File: src/rtl/jk_bank_driver.sv
// Command-driven driver for a bank of falling-edge JK flip-flops with active-low preset/clear.
// A shadow copy of the bank state is checked against the bank readback; any disagreement is sticky.
module jk_bank_driver #(
  parameter int WIDTH = 4,
  parameter int CNT_W = 8
) (
  input  logic             clk_i,
  input  logic             rst_i,
  input  logic             cmd_valid_i,
  output logic             cmd_ready_o,
  input  logic [2:0]       cmd_op_i,
  input  logic [WIDTH-1:0] cmd_mask_i,
  input  logic [CNT_W-1:0] cmd_count_i,
  output logic [WIDTH-1:0] j_o,
  output logic [WIDTH-1:0] k_o,
  output logic [WIDTH-1:0] preset_o,
  output logic [WIDTH-1:0] clear_o,
  output logic             jk_clk_o,
  input  logic [WIDTH-1:0] q_fb_i,
  output logic [WIDTH-1:0] q_model_o,
  output logic             mismatch_o,
  output logic             busy_o
);

  localparam logic [2:0] ST_IDLE  = 3'd0;
  localparam logic [2:0] ST_SETUP = 3'd1;
  localparam logic [2:0] ST_HI    = 3'd2;
  localparam logic [2:0] ST_LO    = 3'd3;
  localparam logic [2:0] ST_ASYNC = 3'd4;

  localparam logic [2:0] OP_RESET  = 3'd1;
  localparam logic [2:0] OP_SET    = 3'd2;
  localparam logic [2:0] OP_TOGGLE = 3'd3;
  localparam logic [2:0] OP_PRESET = 3'd4;
  localparam logic [2:0] OP_CLEAR  = 3'd5;

  localparam logic [WIDTH-1:0] ONES     = {WIDTH{1'b1}};
  localparam logic [WIDTH-1:0] ZEROS    = {WIDTH{1'b0}};
  localparam logic [CNT_W-1:0] CNT_ZERO = {CNT_W{1'b0}};
  localparam logic [CNT_W-1:0] CNT_ONE  = {{(CNT_W-1){1'b0}}, 1'b1};

  logic [2:0]       state_q, state_d;
  logic [2:0]       op_q, op_d;
  logic [WIDTH-1:0] mask_q, mask_d;
  logic [CNT_W-1:0] cnt_q, cnt_d;
  logic [WIDTH-1:0] j_q, j_d, k_q, k_d;
  logic [WIDTH-1:0] preset_q, preset_d, clear_q, clear_d;
  logic             jk_clk_q, jk_clk_d;
  logic             ready_q, ready_d;
  logic             busy_q, busy_d;
  logic [WIDTH-1:0] q_model_q, q_model_d;
  logic             mismatch_q, mismatch_d;

  logic             accept_s;
  logic             async_op_s;
  logic [CNT_W-1:0] count_s;

  // Bank J/K levels for a JK op: RESET 01, SET 10, TOGGLE 11, anything else 00 (returns {j, k}).
  function automatic logic [2*WIDTH-1:0] jk_drive(input logic [2:0] op, input logic [WIDTH-1:0] mask);
    logic [2*WIDTH-1:0] jk;
    case (op)
      OP_RESET:  jk = {ZEROS, mask};
      OP_SET:    jk = {mask, ZEROS};
      OP_TOGGLE: jk = {mask, mask};
      default:   jk = {ZEROS, ZEROS};
    endcase
    return jk;
  endfunction

  // Shadow state after one falling jk_clk edge.
  function automatic logic [WIDTH-1:0] jk_next(input logic [2:0] op, input logic [WIDTH-1:0] mask,
                                               input logic [WIDTH-1:0] q);
    logic [WIDTH-1:0] nq;
    case (op)
      OP_RESET:  nq = q & ~mask;
      OP_SET:    nq = q | mask;
      OP_TOGGLE: nq = q ^ mask;
      default:   nq = q;
    endcase
    return nq;
  endfunction

  assign accept_s   = cmd_valid_i & ready_q;
  assign async_op_s = (cmd_op_i == OP_PRESET) || (cmd_op_i == OP_CLEAR);
  assign count_s    = (cmd_count_i == CNT_ZERO) ? CNT_ONE : cmd_count_i;

  // Next state and next registered outputs; outputs are computed for the state being entered.
  always_comb begin
    state_d    = state_q;
    op_d       = op_q;
    mask_d     = mask_q;
    cnt_d      = cnt_q;
    j_d        = ZEROS;
    k_d        = ZEROS;
    preset_d   = ONES;
    clear_d    = ONES;
    jk_clk_d   = 1'b0;
    ready_d    = 1'b0;
    q_model_d  = q_model_q;
    mismatch_d = mismatch_q;
    case (state_q)
      ST_IDLE: begin
        if (accept_s) begin
          op_d   = cmd_op_i;
          mask_d = cmd_mask_i;
          cnt_d  = count_s;
          if (async_op_s) begin
            state_d = ST_ASYNC;
            if (cmd_op_i == OP_PRESET) begin
              preset_d  = ~cmd_mask_i;
              q_model_d = q_model_q | cmd_mask_i;
            end else begin
              clear_d   = ~cmd_mask_i;
              q_model_d = q_model_q & ~cmd_mask_i;
            end
          end else begin
            state_d    = ST_SETUP;
            {j_d, k_d} = jk_drive(cmd_op_i, cmd_mask_i);
          end
        end else begin
          ready_d = 1'b1;
        end
      end
      ST_SETUP: begin
        state_d    = ST_HI;
        jk_clk_d   = 1'b1;
        {j_d, k_d} = jk_drive(op_q, mask_q);
      end
      ST_HI: begin
        state_d    = ST_LO;
        {j_d, k_d} = jk_drive(op_q, mask_q);
        q_model_d  = jk_next(op_q, mask_q, q_model_q);
      end
      ST_LO: begin
        if (q_fb_i != q_model_q) begin
          mismatch_d = 1'b1;
        end else begin
          mismatch_d = mismatch_q;
        end
        if (cnt_q != CNT_ONE) begin
          cnt_d      = cnt_q - CNT_ONE;
          state_d    = ST_HI;
          jk_clk_d   = 1'b1;
          {j_d, k_d} = jk_drive(op_q, mask_q);
        end else begin
          state_d = ST_IDLE;
          ready_d = 1'b1;
        end
      end
      ST_ASYNC: begin
        if (cnt_q != CNT_ONE) begin
          cnt_d = cnt_q - CNT_ONE;
          if (op_q == OP_PRESET) begin
            preset_d = ~mask_q;
          end else begin
            clear_d = ~mask_q;
          end
        end else begin
          state_d = ST_IDLE;
          ready_d = 1'b1;
          if (q_fb_i != q_model_q) begin
            mismatch_d = 1'b1;
          end else begin
            mismatch_d = mismatch_q;
          end
        end
      end
      default: begin
        state_d = ST_IDLE;
        ready_d = 1'b1;
      end
    endcase
    busy_d = ~ready_d;
  end

  // State and output registers; reset holds the bank cleared.
  always_ff @(posedge clk_i) begin
    if (rst_i) begin
      state_q    <= ST_IDLE;
      op_q       <= 3'd0;
      mask_q     <= ZEROS;
      cnt_q      <= CNT_ZERO;
      j_q        <= ZEROS;
      k_q        <= ZEROS;
      preset_q   <= ONES;
      clear_q    <= ZEROS;
      jk_clk_q   <= 1'b0;
      ready_q    <= 1'b0;
      busy_q     <= 1'b1;
      q_model_q  <= ZEROS;
      mismatch_q <= 1'b0;
    end else begin
      state_q    <= state_d;
      op_q       <= op_d;
      mask_q     <= mask_d;
      cnt_q      <= cnt_d;
      j_q        <= j_d;
      k_q        <= k_d;
      preset_q   <= preset_d;
      clear_q    <= clear_d;
      jk_clk_q   <= jk_clk_d;
      ready_q    <= ready_d;
      busy_q     <= busy_d;
      q_model_q  <= q_model_d;
      mismatch_q <= mismatch_d;
    end
  end

  assign cmd_ready_o = ready_q;
  assign busy_o      = busy_q;
  assign j_o         = j_q;
  assign k_o         = k_q;
  assign preset_o    = preset_q;
  assign clear_o     = clear_q;
  assign jk_clk_o    = jk_clk_q;
  assign q_model_o   = q_model_q;
  assign mismatch_o  = mismatch_q;

endmodule

File: config.mk
export PLATFORM = sky130hd
export DESIGN_NAME = jk_bank_driver
export DESIGN_NICKNAME = d
export VERILOG_FILES = /design/src/rtl/jk_bank_driver.sv
export SDC_FILE = /design/constraint.sdc
export NUM_CORES = 1
export LEC_CHECK = 0
export CAP_MARGIN = 30
export CORE_MARGIN = 4
export CORE_UTILIZATION = 51
export CTS_CLUSTER_DIAMETER = 30
export CTS_CLUSTER_SIZE = 16
export DETAILED_ROUTE_END_ITERATION = 8
export GPL_TIMING_DRIVEN = 0
export PLACE_DENSITY = 0.9
export SLEW_MARGIN = 10
export SYNTH_ARGS = -nofsm -noshare
export SYNTH_HDL_FRONTEND = slang
export SYNTH_SLANG_ARGS = --single-unit
File: constraint.sdc
create_clock -name clk_i -period 2.3 [get_ports clk_i]
set_input_delay 0.345 -clock clk_i [delete_from_list [all_inputs] [get_ports clk_i]]
set_output_delay 0.345 -clock clk_i [all_outputs]
set_load 0.02 [all_outputs]
==> results of run 1 <==
-- final timing paths --
check	endpoint	slack [ps]	depth (start not counted)
hold reg to reg	mismatch_o$_SDFFE_PP0P_	490	2
setup / recovery	cnt_q[0]$_SDFFE_PP0P_	230	6
setup reg to reg	cnt_q[0]$_SDFFE_PP0P_	230	6
hold / removal	mismatch_o$_SDFFE_PP0P_	490	2
-- power groups by stage --
stage               clock network, uW  logic (uW)  registers [uW]
finish                            495         361             804
global route                      532         393             809
CTS                               499         356             803
detailed placement                  0         353             820
global placement                    0         343             817
floorplan                           0         209             829
-- logic make-up after synthesis --
logic type | after synthesis
mux | 6
simple gates | 96
xor+xnor | 4
compound gates | 67
fa+ha+maj | 10
flops | 42
buf+inv | 26
-- through the flow --
stage / TNS (ps) / std cells
global placement: 0 / 346
global route: 0 / 354
detailed placement: -3.81 / 346
floorplan: 0 / 251
finish: 0 / 354
CTS: 0 / 354
-- critical path, stage by stage (launching register included) --
cell,delay (ps)
dfxtp_1,440
ha_1,180
nor3b_1,400
nand2_1,230
a21oi_2,410
a2111oi_2,90
a31o_2,230
-- flip-flops by register name, summed over array words and instances, names as in the netlist, named ones only --
name / cells
cnt_q: 8
j_o: 4
busy_o: 1
k_o: 4
state_q: 3
preset_o: 4
mismatch_o: 1
jk_clk_o: 1
mask_q: 4
op_q: 3
clear_o: 4
cmd_ready_o: 1
-- final cells by class --
type                       instances  area (sq um)  share of cell area
multi-input combinational        183          1210               0.432
sequential                        42           841               0.299
timing repair buffer              45           450               0.160
buffer                            12          96.3              0.0343
clock buffer                       5          68.8              0.0245
tap                               50          62.6              0.0223
inverter                          14          52.6              0.0187
clock inverter                     3          23.8             0.00847
-- per-layer routing --
metal	share of wire	wire length (microns)	up-vias	global-route usage
li1	-	-	1006	-
met1	0.41	2300	950	0.279
met2	0.47	2630	121	0.332
met3	0.091	503	12	0.0424
met4	0.022	121	0	0.0986
met5	0	0	-	0
-- cell usage in the layout (no fill, tap or decap), drive strengths merged, types with 4 or more instances in the layout --
cell type and count:
and2 4, xnor2 4, a21oi 20, buf 5, a221oi 4, clkbuf 12, nor3b 4, inv 15
o32ai 4, clkdlybuf4s50 45, dfxtp 42, nor3 8, ha 10, nand2 34, o21ai 9, nor4 7
nor2b 4, nor2 20, a31oi 4, a22o 12
==> results.md, run 1 <==
- The total wire length is 5550 microns.
- The most instantiated flip-flop cell in the synthesis netlist is dfxtp_1.
- Of the total synthesized cell area, the portion taken by XOR and XNOR cells is 0.0159.
- The share of total power dissipated in the clock network is 0.298.
- The setup slack after placement is -3.81 ps.
- After synthesis, the most frequently instantiated cells are 42 x dfxtp_1, 34 x nand2_1, 20 x nor2_1, 19 x a21oi_1, 14 x inv_1.
- The internal power of the cells is 1140 uW.
- The hold violation total from the final report is 0.
- The dominant cell type by area after synthesis is dfxtp_1.
- In this run, synthesis inferred 0 flip-flops with an integrated enable.
- In this run the tightest slew margin relative to its limit is 0.555.
- Setup repair after global routing left no endpoint under its margin.
- The maximum vdd ir drop is 278 uV.
- The run finished with clean final reports.
- The critical path starts at cnt_q[0]$_SDFFE_PP0P_.
- The async set-reset flop share out of synthesis is 0.
- Data on the critical path arrives at its endpoint at 2270 ps.
- The clock input transition at the sequential cells of the worst setup and hold paths is 80 ps.
- Across every metal layer, demand over resource in global routing totals 0.212.
- Across all setup checks in the final design, the least slack found is 225 ps.
- For this design the ratio of total power to cell area is 591 mW/mm^2.
- The worst setup path is captured at a flip-flop.
- The power spent charging and discharging nets is 517 uW.
- The first routing iteration left 247 violations.
- On the final layout, the worst clock skew is 11.6 ps.
- The level count of the clock H-tree is 2.
- The wire-length estimate of the detail-placed layout is 4110 microns.
- The hold buffer count at CTS is 0.
- The die height is 73.7 microns.
- Pin placement for this block handled 46 I/O pins.
- In the routed design, unresolved DRC markers number 0.
- The initial standard-cell utilization of the core is 0.539.
- The wire length per cell is 15.7 microns.
- Summed over all cells, the static leakage comes to 0.000976 uW.
- For this run, the register share of the synthesized area comes to 0.382.
- The flip-flop and latch count after synthesis is 42.
- The first global-routing pass estimated 8910 microns of wire.
- The area share of the leading cell type in the synthesized netlist is 0.382.
- Buffers added to address setup during post-CTS repair amount to 0.
- The maximum net fanout on the critical path is 8.
- The synthesized area is 0.00220 sq mm.
- The die covers 0.00543 sq mm.
- The final cell area excluding filler cells is 0.00281 sq mm.
- The number of I/O port buffers is 45.
- The combinational share of power is 0.218.
- Counting distinct cell types in the post-synthesis netlist gives 51.
- The clock drives 42 sinks.
- The net count of the finished layout is 335.
- The combinational family with the most area after synthesis is simple AND/OR/NAND/NOR gates.
- The worst path in the final design needs a cycle of 2070 ps, including I/O delays and setup.
- The routed via count is 2089.
- Sorting the synthesized cells by area gives the leading types as dfxtp_1 38%, nand2_1 5.8%, ha_1 5.7%.
- The multiplexer fraction of the synthesized cell area is 0.0290.
- The CTS buffer count is 5.
- The worst setup path is of the reg -> reg kind.
- The total overflow reported by the global router is 0.
- The number of warnings issued by yosys is 0.
- The clock tree from TritonCTS is built.
- Counting every net in the synthesized netlist gives 283.
- The path class of the tightest hold or removal check is reg -> reg.
- The number of setup violations in the final report is 0.
- Based on the critical path, the design can be clocked at up to 482 MHz.
- In this run the cell area measured after placement is 0.00272 sq mm.
- The total power after layout is 1660 uW.
- Entering global routing, the biggest net connects 16 pins.
- The area growth from synthesis to layout is 27.5%.
- Dividing the synthesized area by the synthesized cell count gives 8.77 sq um.
- The via count of the first global-routing pass is 1892.
- The sequential group share of total power is 0.484.
- The max-slew violation count is 0.
- The tool flagged a number of max-cap violations equal to 0.
- Counting along the longest clock path gives a buffer depth of 2.
- The worst hold path begins at mismatch_o$_SDFFE_PP0P_.
- The clock insertion delay at the later pin of the skew report is 310 ps.
- In this run the remaining antenna-violating nets after routing total 0.
- The worst register-to-register path begins at cnt_q[0]$_SDFFE_PP0P_.
- The compound-gate portion of the synthesized area came to 0.220.
- Once layout is complete, the utilization of the core stands at 0.687.
- The number of gates resized after CTS was 0.
- The filler cell count is 313.
- The congestion estimate from routability-driven global placement came to 0.842.
- The worst path required time is 2500 ps.
- The cell count after synthesis came out at 251.
- Of the total power, the share spent switching nets is 0.312.
- The kind of launch point of the worst setup path is a flip-flop.
- The area of the placeable core is 0.00409 sq mm.
- The share of the cycle needed by the critical path after routing is 0.902.
- The share of synthesized cell area in and, or, nand and nor gates is 0.229.
- Of the total synthesized cell area, the portion taken by full adders, half adders and majority gates is 0.0568.
- The antenna diode instance count is 0.
- In this run the clock root is driven by a clkbuf_8.
- The number of optimization iterations in the first detailed-route pass is 5.
- The number of antenna violations at the first check in global routing is 0.
- The worst hold margin is 490 ps.
- At the pin with the least slew margin, the transition time is 661 ps.
- The fraction of layout cells with a size suffix above 1 is 0.109.
- The horizontal extent of the die is 73.7 microns.
- The floorplan row count is 23.
- Using the TritonRoute via totals, the vias-per-cell ratio works out to 5.90.
- Among all cell types in the netlist, the one instantiated most often is dfxtp_1.
Power figures use the tool's default switching activity.
==> run 2, diff against run 1 <==
--- a/config.mk
+++ b/config.mk
@@ -6,6 +6,7 @@
 export NUM_CORES = 1
 export LEC_CHECK = 0
 export CAP_MARGIN = 30
+export CORE_ASPECT_RATIO = 1.2
 export CORE_MARGIN = 4
 export CORE_UTILIZATION = 51
 export CTS_CLUSTER_DIAMETER = 30
==> results.md, run 2 (synthesis results as in run 1) <==
- Outcome: finished, final reports clean (unchanged).
- The detailed placement HPWL is 4110 microns (about the same).
- The flip-flop count of the largest register after layout is 8 (unchanged).
- The highest-utilization routing layer at the global route stage is met2 (unchanged).
- The internal power of the cells is 1250 uW (was 1140 uW).
- The met2 capacity usage during global routing came to 0.384 (was 0.332).
- The CTS buffer count came to 5 (unchanged).
- The area overhead of the layout relative to synthesis is 28.7% (was 27.5%).
- The total wire length was 5410 microns (was 5550 microns).
- RSZ-0062 raised after global routing: no (unchanged).
- The arrival time at the worst endpoint is 2330 ps (was 2270 ps).
- The setup TNS is 0 ps (unchanged).
- The wire length per cell was 15.1 microns (was 15.7 microns).
- The clock insertion delay at the later pin of the skew report is 310 ps (about the same).
- The normalized max-slew margin is 0.568 (was 0.555).
- The largest net degree at the start of global routing is 14 (was 16).
- The via count of the first global-routing pass is 1955 (was 1892).
- Leading cell types in the layout, fill and taps excluded: 45 x clkdlybuf4s50_1, 42 x dfxtp_1, 34 x nand2_1, 20 x nor2_1, 19 x a21oi_1 (unchanged).
- The hold violation total from the final report is 0 (unchanged).
- The initial standard-cell utilization of the core came to 0.542 (was 0.539).
- The fraction of layout cells with a size suffix above 1 is 0.112 (was 0.109).
- The reg-to-reg setup timing slack came to 210 ps (was 230 ps).
- The number of setup violations in the final report is 0 (unchanged).
- The final non-filler cell total is 358 (was 354).
- The total of max-cap violations is 0 (unchanged).
- The wire length of the first global-routing pass was 8860 microns (was 8910 microns).
- The level count of the clock H-tree is 2 (unchanged).
- The share of the cycle needed by the critical path after routing is 0.907 (was 0.902).
- The sequential group share of total power is 0.463 (was 0.484).
- The register bank with the most flops is cnt_q (unchanged).
- The transition time at the pin with the least slew margin is 641 ps (was 661 ps).
- The global-route usage over all layers was 0.213 (was 0.212).
- The combinational share of power is 0.205 (was 0.218).
- The routed via count is 2048 (was 2089).
- The utilization of the core after routing is 0.697 (was 0.687).
- The static leakage is 0.000997 uW (was 0.000976 uW).
- The worst clock skew was 10.5 ps (was 11.6 ps).
- The filler cell count was 328 (was 313).
- The via density per instance was 5.72 (was 5.90).
- The area of the placeable core is 0.00407 sq mm (was 0.00409 sq mm).
- The max-slew violation count is 0 (unchanged).
- The routability congestion estimate is 0.908 (was 0.842).
- The achievable frequency is 479 MHz (was 482 MHz).
- The total overflow reported by the global router was 0 (unchanged).
- The cell type of the slowest stage on the worst timing path is a2111o_1 (was dfxtp_1).
- The switching portion of total power is 0.283 (was 0.312).
- The routing usage on met3 came to 0.0465 (was 0.0424).
- The final antenna-violating net count was 0 (unchanged).
- The number of buffers between clock root and the deepest sink is 2 (unchanged).
- The die outline area came to 0.00544 sq mm (was 0.00543 sq mm).
- The count of clock tree sinks is 42 (unchanged).
- The class of the most critical setup path is reg -> reg (unchanged).
- The class of the tightest hold or removal check is reg -> reg (unchanged).
- The kind of launch point of the worst setup path is a flip-flop (unchanged).
- The starting DRC count in detailed routing is 115 (was 247).
- The antenna diode instance count is 0 (unchanged).
- The number of optimization iterations in the first detailed-route pass is 4 (was 5).
- The met1 track utilization from global routing is 0.237 (was 0.279).
- The maximum net fanout on the critical path is 4 (was 8).
- The number of I/O port buffers is 45 (unchanged).
- The post-placement cell count is 350 (was 346).
- The count of pins on the block boundary came to 46 (unchanged).
- The maximum vdd ir drop came to 303 uV (was 278 uV).
- Cells along the critical path: inv_1 -> ha_1 -> nor3b_2 -> and3_4 -> a2111o_1 -> nor3b_2 -> a22o_1 (was ha_1 -> nor3b_1 -> nand2_1 -> a21oi_2 -> a2111oi_2 -> a31o_2).
- The total power after layout came to 1740 uW (was 1660 uW).
- The number of nets in the layout is 335 (unchanged).
- The peak per-stage delay on the critical path is 480 ps (was 440 ps).
- The root buffer cell is clkbuf_8 (unchanged).
- The shortest period the worst path allows came to 2090 ps (was 2070 ps).
- The clock input transition at the sequential cells of the worst setup and hold paths is 90 ps (was 80 ps).
- The part of the total power dissipated in the clock network is 0.332 (was 0.298).
- The power per unit of standard cell area is 613 mW/mm^2 (was 591 mW/mm^2).
- The most common cell after layout, fill and taps aside is clkdlybuf4s50_1 (unchanged).
- The nature of the critical path endpoint is a flip-flop (unchanged).
- The residual DRC count came to 0 (unchanged).
- The floorplan row count is 25 (was 23).
- The worst path required time is 2540 ps (was 2500 ps).
- The horizontal extent of the die was 68.0 microns (was 73.7 microns).
- The number of antenna violations at the first check in global routing came to 0 (unchanged).
- The power spent charging and discharging nets was 491 uW (was 517 uW).
- The cell type with the highest occurrence count on the critical path is nor3b_2.
- The post-CTS setup buffer count is 0 (unchanged).
- The clock tree from TritonCTS is built (unchanged).
- The die height is 80.0 microns (was 73.7 microns).
run 2: final cells by class:
| type | instances | area (sq um) | area share |
|---|---|---|---|
| Buffer | 12 | 96.3 | 0.0340 |
| Inverter | 14 | 52.6 | 0.0185 |
| Timing Repair Buffer | 45 | 450 | 0.159 |
| Multi-Input combinational cell | 183 | 1220 | 0.430 |
| Sequential cell | 42 | 841 | 0.297 |
| Clock buffer | 5 | 68.8 | 0.0243 |
| Tap cell | 54 | 67.6 | 0.0238 |
| Clock inverter | 3 | 40.0 | 0.0141 |
run 2: repair_timing:
| item | CTS | global route |
|---|---|---|
| hold buffers | 0 | 0 |
| endpoints found under the setup margin | 0 | 2 |
| resized for setup | 0 | 1 |
run 2: worst paths after layout:
| kind | start | cells after the start | endpoint |
|---|---|---|---|
| worst max register to register | cnt_q[1]$_SDFFE_PP0P_ | 7 | k_o[3]$_SDFF_PP0_ |
| worst min-delay path | op_q[1]$_SDFFE_PP0P_ | 2 | op_q[1]$_SDFFE_PP0P_ |
| worst min register to register | op_q[1]$_SDFFE_PP0P_ | 2 | op_q[1]$_SDFFE_PP0P_ |
| worst max-delay path | cnt_q[1]$_SDFFE_PP0P_ | 7 | k_o[3]$_SDFF_PP0_ |
run 2: worst max-delay path: cells and delay by family, from the launching register on:
family | cells | cell delay, ps
and+or+nand+nor | 3 | 730
AOI/OAI and AO/OA | 2 | 660
DFF | 1 | 380
adders and majority gates | 1 | 180
buffers and inverters | 1 | 80
run 2: metal layers:
layer	up-vias	routed length [microns]
li1	1008	-
met1	962	2120
met2	69	2910
met3	9	301
met4	0	81
met5	-	0
run 2: through the flow:
step | setup slack, ps | hold slack [ps] | cell area, sq um
detailed placement | 45.6 | 464 | 2720
CTS | 214 | 500 | 2830
finish | 213 | 500 | 2830
global placement | 96.3 | 456 | 2720
global route | 132 | 530 | 2830
floorplan | 495 | 452 | 2200
run 2: power groups by stage:
stage          clock network (uW)  logic, uW  registers, uW
6_report                      576        356            804
5_1_grt                       612        392            810
4_1_cts                       583        354            803
3_5_place_dp                    0        353            820
3_3_place_gp                    0        341            818
2_1_floorplan                   0        209            829
==> run 3, diff against run 2 <==
--- a/config.mk
+++ b/config.mk
@@ -5,14 +5,14 @@
 export SDC_FILE = /design/constraint.sdc
 export NUM_CORES = 1
 export LEC_CHECK = 0
-export CAP_MARGIN = 30
+export CAP_MARGIN = 20
 export CORE_ASPECT_RATIO = 1.2
-export CORE_MARGIN = 4
 export CORE_UTILIZATION = 51
 export CTS_CLUSTER_DIAMETER = 30
 export CTS_CLUSTER_SIZE = 16
 export DETAILED_ROUTE_END_ITERATION = 8
 export GPL_TIMING_DRIVEN = 0
+export MAX_ROUTING_LAYER = met4
 export PLACE_DENSITY = 0.9
 export SLEW_MARGIN = 10
 export SYNTH_ARGS = -nofsm -noshare
==> results.md, run 3 (synthesis results as in run 1) <==
- The area overhead of the layout relative to synthesis is 28.6% (was 28.7%).
- The horizontal extent of the die was 62.0 microns (was 68.0 microns).
- Leading cell types in the layout, fill and taps excluded: 45 x clkdlybuf4s50_1, 42 x dfxtp_1, 34 x nand2_1, 20 x nor2_1, 19 x a21oi_1 (unchanged).
- The share of the cycle needed by the critical path after routing was 0.905 (was 0.907).
- The normalized max-slew margin is 0.582 (was 0.568).
- The total of max-cap violations is 0 (unchanged).
- The critical path endpoint is k_o[1]$_SDFF_PP0_ (was k_o[3]$_SDFF_PP0_).
- The final cell area excluding filler cells came to 0.00283 sq mm (about the same).
- The transition time at the pin with the least slew margin is 621 ps (was 641 ps).
- The maximum vdd ir drop came to 389 uV (was 303 uV).
- The setup slack after placement is 116 ps (was 45.6 ps).
- The total overflow reported by the global router is 0 (unchanged).
- The routed via count is 2092 (was 2048).
- The length in cells of the worst reg-to-reg path is 7 (unchanged).
- The achievable frequency is 480 MHz (was 479 MHz).
- The number of setup violations in the final report was 0 (unchanged).
- The number of antenna violations at the first check in global routing is 0 (unchanged).
- The cell family with the largest share of critical-path delay is simple AND/OR/NAND/NOR gates (unchanged).
- The starting DRC count in detailed routing is 88 (was 115).
- The wire length of the first global-routing pass is 8580 microns (was 8860 microns).
- The fraction of layout cells with a size suffix above 1 is 0.106 (was 0.112).
- The kind of launch point of the worst setup path is a flip-flop (unchanged).
- The initial standard-cell utilization of the core came to 0.546 (was 0.542).
- The arrival time at the worst endpoint is 2310 ps (was 2330 ps).
- The power spent charging and discharging nets came to 487 uW (was 491 uW).
- The buffering stage count on the worst path with inverters included is 1 (unchanged).
- The detailed placement HPWL is 3950 microns (was 4110 microns).
- The class of the tightest hold or removal check is reg -> reg (unchanged).
- The static leakage is 0.000993 uW (was 0.000997 uW).
- The count of pins on the block boundary is 46 (unchanged).
- The worst hold path cell count is 2 (unchanged).
- The number of logic stages on the critical path including buffering is 7 (unchanged).
- The wire length per cell is 15.2 microns (was 15.1 microns).
- The most common cell after layout, fill and taps aside is clkdlybuf4s50_1 (unchanged).
- The hold buffer count at CTS is 0 (unchanged).
- The CTS buffer count is 5 (unchanged).
- The post-CTS setup buffer count is 0 (unchanged).
- The critical path startpoint is cnt_q[1]$_SDFFE_PP0P_ (unchanged).
- The area taken by multi-input logic gates came to 0.00121 sq mm (was 0.00122 sq mm).
- The hold violation total from the final report came to 0 (unchanged).
- The via density per instance came to 5.86 (was 5.72).
- The floorplan row count is 25 (unchanged).
- The level count of the clock H-tree is 2 (unchanged).
- Cells along the critical path: inv_1 -> ha_1 -> nor3b_1 -> and3_4 -> a2111o_1 -> nor3b_2 -> a22o_1 (was inv_1 -> ha_1 -> nor3b_2 -> and3_4 -> a2111o_1 -> nor3b_2 -> a22o_1).
- The area of the placeable core is 0.00404 sq mm (was 0.00407 sq mm).
- The peak per-stage delay on the critical path is 490 ps (was 480 ps).
- The setup TNS is 0 ps (unchanged).
- The max-slew violation count is 0 (unchanged).
- The routability congestion estimate is 0.942 (was 0.908).
- The sequential cell area came to 841 sq um (unchanged).
- The clock tree from TritonCTS was built (unchanged).
- The power per unit of standard cell area came to 621 mW/mm^2 (was 613 mW/mm^2).
- The part of the total power dissipated in the clock network came to 0.339 (was 0.332).
- The origin of the critical flop-to-flop path is cnt_q[1]$_SDFFE_PP0P_ (unchanged).
- The die height is 74.0 microns (was 80.0 microns).
- The antenna diode instance count came to 0 (unchanged).
- The final worst-path setup slack is 219 ps (was 213 ps).
- The combinational share of power is 0.203 (was 0.205).
- The via count of the first global-routing pass is 1884 (was 1955).
- The terminus of the critical flop-to-flop path is k_o[1]$_SDFF_PP0_ (was k_o[3]$_SDFF_PP0_).
- Outcome: finished, final reports clean (unchanged).
- The reg-to-reg setup timing slack was 220 ps (was 210 ps).
- The largest net degree at the start of global routing is 13 (was 14).
- The total wire length is 5420 microns (was 5410 microns).
- The clock insertion delay at the later pin of the skew report is 300 ps (was 310 ps).
- The worst path required time is 2530 ps (was 2540 ps).
- The number of nets in the layout was 335 (unchanged).
- The flip-flop count of the largest register after layout came to 8 (unchanged).
- The nature of the critical path endpoint was a flip-flop (unchanged).
- The number of optimization iterations in the first detailed-route pass was 4 (unchanged).
- The shortest period the worst path allows is 2080 ps (was 2090 ps).
- The maximum net fanout on the critical path came to 4 (unchanged).
- The register bank with the most flops is cnt_q (unchanged).
- The residual DRC count was 0 (unchanged).
- The worst clock skew is 12.1 ps (was 10.5 ps).
- The number of I/O port buffers is 45 (unchanged).
- The count of clock tree sinks was 42 (unchanged).
- The sequential group share of total power came to 0.458 (was 0.463).
- The placed standard-cell area is 0.00272 sq mm (unchanged).
- The internal power of the cells is 1270 uW (was 1250 uW).
- The global-route usage over all layers is 0.262 (was 0.213).
- The class of the most critical setup path is reg -> reg (unchanged).
- The die outline area was 0.00459 sq mm (was 0.00544 sq mm).
- The clock input transition at the sequential cells of the worst setup and hold paths came to 80 ps (was 90 ps).
- The cell type of the slowest stage on the worst timing path is a2111o_1 (unchanged).
- The final antenna-violating net count is 0 (unchanged).
- The number of cells upsized or downsized after cts came to 0 (unchanged).
- The number of buffers between clock root and the deepest sink came to 2 (unchanged).
- RSZ-0062 raised after global routing: no (unchanged).
- The root buffer cell was clkbuf_8 (unchanged).
- The filler cell count is 303 (was 328).
- The switching portion of total power is 0.277 (was 0.283).
run 3: cell count changes in the layout (fill, tap and decap cells not counted):
cell,delta
clkinv_2,-2
clkbuf_8,+1
nor3b_1,+1
nor3b_2,-1
run 3: worst min-delay path by stage:
stage,from,to,slack [ps]
after floorplan,op_q[1]$_SDFFE_PP0P_,op_q[1]$_SDFFE_PP0P_,450
after global placement,mismatch_o$_SDFFE_PP0P_,mismatch_o$_SDFFE_PP0P_,470
after detailed placement,mismatch_o$_SDFFE_PP0P_,mismatch_o$_SDFFE_PP0P_,480
after CTS,cnt_q[1]$_SDFFE_PP0P_,cnt_q[1]$_SDFFE_PP0P_,500
after global routing,op_q[1]$_SDFFE_PP0P_,op_q[1]$_SDFFE_PP0P_,540
final,mismatch_o$_SDFFE_PP0P_,mismatch_o$_SDFFE_PP0P_,500
run 3: tightest hold or removal path, cell delays in order (launching register included):
cell and delay, ps:
dfxtp_1 350, a31oi_1 50, nor2_1 70
run 3: per-stage QoR:
stage	power [uW]	hold WS, ps	util	std cells
6_report	1760	499	0.702	357
5_1_grt	1830	537	0.702	357
4_1_cts	1750	497	0.702	357
3_5_place_dp	1170	479	0.674	350
3_3_place_gp	1160	472	0.674	350
2_1_floorplan	1040	452	-	251
run 3: routing by layer:
metal,part of all wire,vias up,GRT usage
li1,-,1005,-
met1,0.40,968,0.295
met2,0.51,97,0.441
met3,0.063,22,0.0539
met4,0.031,0,0.111
met5,0,-,-
run 3: cell type report:
cell class,instances,area share
multi-input cells,183,0.428
flip-flops and latches,42,0.297
repair buffers,45,0.159
plain buffers,12,0.0340
clock buffers,6,0.0292
well taps,54,0.0239
inverters,14,0.0186
clock inverters,1,0.0106
run 3: power by group through the flow:
stage	combinational (uW)	clock, uW	sequential (uW)
floorplan	209	0	829
global placement	342	0	819
global route	386	634	811
finish	357	597	806
detailed placement	352	0	822
CTS	354	596	804
